File: src/rtl/fetch_decode_buffer.sv
// In-order IF/ID buffer: pc/instruction queue with field split and NOP bubble.
// Define FETCH_PERF_CNT_EN to add the stall_cnt and flush_cnt counters.
module fetch_decode_buffer #(
   parameter int PCW   = 32,
   parameter int IW    = 32,
   parameter int REGW  = 4,
   parameter int DEPTH = 2
) (
   input  logic            clk,
   input  logic            rst,
   input  logic            flush,
   input  logic            in_valid,
   output logic            in_ready,
   input  logic [PCW-1:0]  in_pc,
   input  logic [IW-1:0]   in_instr,
   output logic            out_valid,
   input  logic            out_ready,
   output logic [PCW-1:0]  out_pc,
   output logic [1:0]      op,
   output logic [1:0]      inst,
   output logic            flagV,
   output logic [REGW-1:0] r1,
   output logic [REGW-1:0] r2,
   output logic [REGW-1:0] r3,
   output logic [IW-6:0]   imm
`ifdef FETCH_PERF_CNT_EN
   ,
   output logic [31:0]     stall_cnt,
   output logic [31:0]     flush_cnt
`endif
);

   localparam int AW = (DEPTH > 1) ? $clog2(DEPTH) : 1;
   localparam int CW = $clog2(DEPTH + 1);
   localparam logic [CW-1:0] FULL = CW'(DEPTH);

   logic [PCW-1:0] pc_mem [DEPTH];
   logic [IW-1:0]  ir_mem [DEPTH];
   logic [AW-1:0]  wr_ptr;
   logic [AW-1:0]  rd_ptr;
   logic [CW-1:0]  count;
   logic           push;
   logic           pop;
   logic           empty;
   logic [PCW-1:0] head_pc;
   logic [IW-1:0]  head_ir;

   assign empty     = (count == '0);
   // Forced low during flush so fetch never sees a dropped word as taken.
   assign in_ready  = ~rst & ~flush & (count != FULL);
   assign out_valid = ~empty;
   assign push      = in_valid & in_ready;
   assign pop       = out_valid & out_ready & ~flush;

   always_ff @(posedge clk or posedge rst) begin
      if (rst) begin
         wr_ptr <= '0;
         rd_ptr <= '0;
         count  <= '0;
      end else if (flush) begin
         wr_ptr <= '0;
         rd_ptr <= '0;
         count  <= '0;
      end else begin
         if (push)
            wr_ptr <= wr_ptr + AW'(1);
         if (pop)
            rd_ptr <= rd_ptr + AW'(1);
         if (push && !pop)
            count <= count + CW'(1);
         else if (pop && !push)
            count <= count - CW'(1);
      end
   end

   // Storage needs no reset: count gates every read.
   always_ff @(posedge clk) begin
      if (push) begin
         pc_mem[wr_ptr] <= in_pc;
         ir_mem[wr_ptr] <= in_instr;
      end
   end

   assign head_pc = pc_mem[rd_ptr];
   assign head_ir = ir_mem[rd_ptr];

   always_comb begin
      out_pc = '0;
      op     = 2'b00;
      inst   = 2'b10;
      flagV  = 1'b0;
      r1     = '0;
      r2     = '0;
      r3     = '0;
      imm    = '0;
      if (!empty) begin
         out_pc = head_pc;
         op     = head_ir[IW-1:IW-2];
         inst   = head_ir[IW-3:IW-4];
         flagV  = head_ir[IW-5];
         r1     = head_ir[REGW-1:0];
         r2     = head_ir[2*REGW-1:REGW];
         r3     = head_ir[3*REGW-1:2*REGW];
         imm    = head_ir[IW-6:0];
      end
   end

`ifdef FETCH_PERF_CNT_EN
   always_ff @(posedge clk or posedge rst) begin
      if (rst) begin
         stall_cnt <= '0;
         flush_cnt <= '0;
      end else begin
         if (in_valid && !in_ready && !flush && !(&stall_cnt))
            stall_cnt <= stall_cnt + 32'd1;
         if (flush && !empty && !(&flush_cnt))
            flush_cnt <= flush_cnt + 32'd1;
      end
   end
`endif

endmodule

File: config.mk
export PLATFORM = sky130hd
export DESIGN_NAME = fetch_decode_buffer
export DESIGN_NICKNAME = d
export VERILOG_FILES = /design/src/rtl/fetch_decode_buffer.sv
export SDC_FILE = /design/constraint.sdc
export NUM_CORES = 1
export LEC_CHECK = 0
export ABC_AREA = 1
export CORE_ASPECT_RATIO = 1.25
export CORE_UTILIZATION = 45
export CTS_CLUSTER_SIZE = 8
export DETAILED_ROUTE_END_ITERATION = 7
export DONT_BUFFER_PORTS = 1
export HOLD_SLACK_MARGIN = 0.03
export PLACE_DENSITY = 0.66
export SYNTH_ARGS = -nofsm -noshare
export SYNTH_HDL_FRONTEND = slang
export SYNTH_SLANG_ARGS = --single-unit
File: constraint.sdc
create_clock -name clk -period 9.6 [get_ports clk]
set_input_delay 2.88 -clock clk [delete_from_list [all_inputs] [get_ports clk]]
set_output_delay 2.88 -clock clk [all_outputs]
set_load 0.02 [all_outputs]
==> flow_summary.yaml <==
status:
  status: "complete, no violations"
final_layout:
  nFillCells: 918
  design_area_um2: 5710
  final_cells: 536
  multiInputGateArea_um2: 973
  nets: 457
  diodes: 0
  drive_above_1_share_pct: 9.73
  syn_to_final_growth_pct: 11.4
  final_common_cell: "nand2_1"
  regArea_um2: 3950
  utilization_pct: 51.6
  layout_common_cells: "137 x nand2_1, 128 x edfxtp_1, 64 x a21oi_1"
placement:
  gp_congestion: 0.825
  place_ws_ns: 3.51
  port-buffer-count: 0
  place_inst: 504
  dp_hpwl_um: 5580
  placed_area_um2: 5160
detailed_routing:
  drt_drc_violations_left: 0
  drt_iter0_markers: 131
  routed_via_density: 5.16
  via_count: 2765
  ant_nets: 0
  drt_wl_total_um: 9340
  avgRoutedWirePerCell_um: 17.4
  dr.pass1.iters: 4
yosys:
  synth.top_cell.area_share_pct: 75.0
  ys_seq_area_share_pct: 76.9
  syn_nets: 465
  ys_seq_elements: 132
  synthDistinctLibCells: 18
  yosys.area.top_type: "edfxtp_1"
  syn_area_per_cell_um2: 12.9
  syn-cell-area_um2: 5130
  synth_area_leaders: "edfxtp_1 75%, nand2_1 10%, a21oi_1 6.2%, dfrtp_1 2.0%, buf_4 1.9%"
  yosysWarnings: 0
  synthCells: 396
clock_tree:
  htreeDepth: 4
  hold_buffers: 0
  cts_root_buffer: "clkbuf_16"
  cts_sinks: 132
  clockBufferDepth: 2
  cts_buffers: 17
  post_cts_resized: 0
  clock_latency_ns: 0.40
  postCtsSetupBuffers: 0
  path_clk_slew_ns: 0.05
  cts_tree: "built"
grt:
  grt_pass1_vias: 2744
  grt_usage_pct: 16.2
  grt_max_degree: 67
  antenna_found_initial: 0
  grt-ovfl-total: 0
  grt_first_pass_wirelength_um: 14300
power:
  peakVddDrop_mv: 0.150
  total_leakage_power_nw: 2.00
  power.total_mw: 1.46
  p_per_area_nw_per_um2: 255
floorplanning:
  die_h_um: 121
  initial_utilization_pct: 46.3
  ios: 147
  chipWidth_um: 97.5
  coreArea_um2: 11100
  rows: 43
  die_area_um2: 11800
timing:
  tightest_slew_ns: 1.01
  finalHoldViolCount: 0
  setup_violations: 0
  fin_setup_tns_ns: 0
  skew_ns: 0.00528
  rsz0062_at_grt: "no"
  slew_viol_final: 0
  hold_ws_ns: 0.633
  max_freq_ghz: 0.164
  fin_crit_ns: 6.09
  slew_headroom_pct: 33.0
  min_period_over_period_pct: 63.5
  setup_ws_ns: 3.51
worst_setup_path:
  cp_cell_sequence: "nor2_1 -> nand2_1 -> inv_1"
  cp_top_family: "buffers and inverters"
  cp-end-kind: "output pin"
  cp-start-kind: "primary input"
  critPathSlowestCell: "inv_1"
  path_buf_inv: 1
  crit_arrival_ns: 3.21
  critical_path_class: "primary input to output pin"
  worstPathRequired_ns: 6.72
  crit_fanout: 5
  cp_slowest_stage_delay_ns: 0.18
min_path:
  hold_path.class: "flop to flop"
run:
  drv_cap: 0
[worst paths after layout]
kind                       startpoint            end  slack, ns  cells past startpoint
setup / recovery                flush       in_ready       3.51                      3
hold / removal               count[1]       count[1]       0.63                      2
setup reg to reg             count[0]  ir_mem[1][31]       6.93                      7
hold reg to reg              count[1]       count[1]       0.63                      2
max in group asynchronous         rst         rd_ptr       7.17                      1
min in group asynchronous         rst         wr_ptr       2.26                      1
[flip-flops by register name, indices dropped and copies added, names as in the netlist]
signal	cells
rd_ptr	1
count	2
ir_mem	64
pc_mem	64
wr_ptr	1
[cell usage after synthesis]
cell      number
dfrtp_1        4
nor2_1         8
nand3_1        3
inv_2          1
nor3_4         1
clkbuf_1       5
o21ai_0        2
buf_2         13
nand2_2        3
nor2_2         1
inv_1          9
nand2_1      137
edfxtp_1     128
buf_4         13
a21oi_1       64
buf_6          1
nand4_1        2
nand3_2        1
[metal layers]
metal | track usage, % | vias up | share of wire [%]
met5 | 0 | - | 0
met4 | 6.80 | 0 | 0.97
met3 | 6.62 | 6 | 6.9
met2 | 28.1 | 96 | 53
met1 | 17.4 | 1314 | 39
li1 | - | 1349 | -
[power by group]
| group | internal (mW) | leakage [nW] | switching, mW |
|---|---|---|---|
| clock | 0.378 | 0.269 | 0.216 |
| combinational | 0.0300 | 0.513 | 0.177 |
| sequential | 0.650 | 1.21 | 0.00586 |
| total | 1.06 | 2.00 | 0.399 |
[cell families (layout without fill, tap and decap cells)]
logic type	Yosys count	after routing	synth area share [%]
simple gates	156	156	12.2
flops	132	132	76.9
compound gates	66	66	6.44
buf+inv	42	47	4.49
[final cells by class]
cell class / count / share of cell area [%]
clock buffer: 21 / 7.71
clock inverter: 11 / 1.95
inverter: 10 / 0.657
multi-input combinational: 222 / 17.0
sequential: 132 / 69.0
tap: 135 / 2.96
timing repair buffer: 5 / 0.657
[tightest hold or removal path, cell delays in order, from the launching register on]
cell and delay [ns]:
dfrtp_1 0.43, nand4_1 0.11, nand2_1 0.05
(Power assumes the default switching activity.)
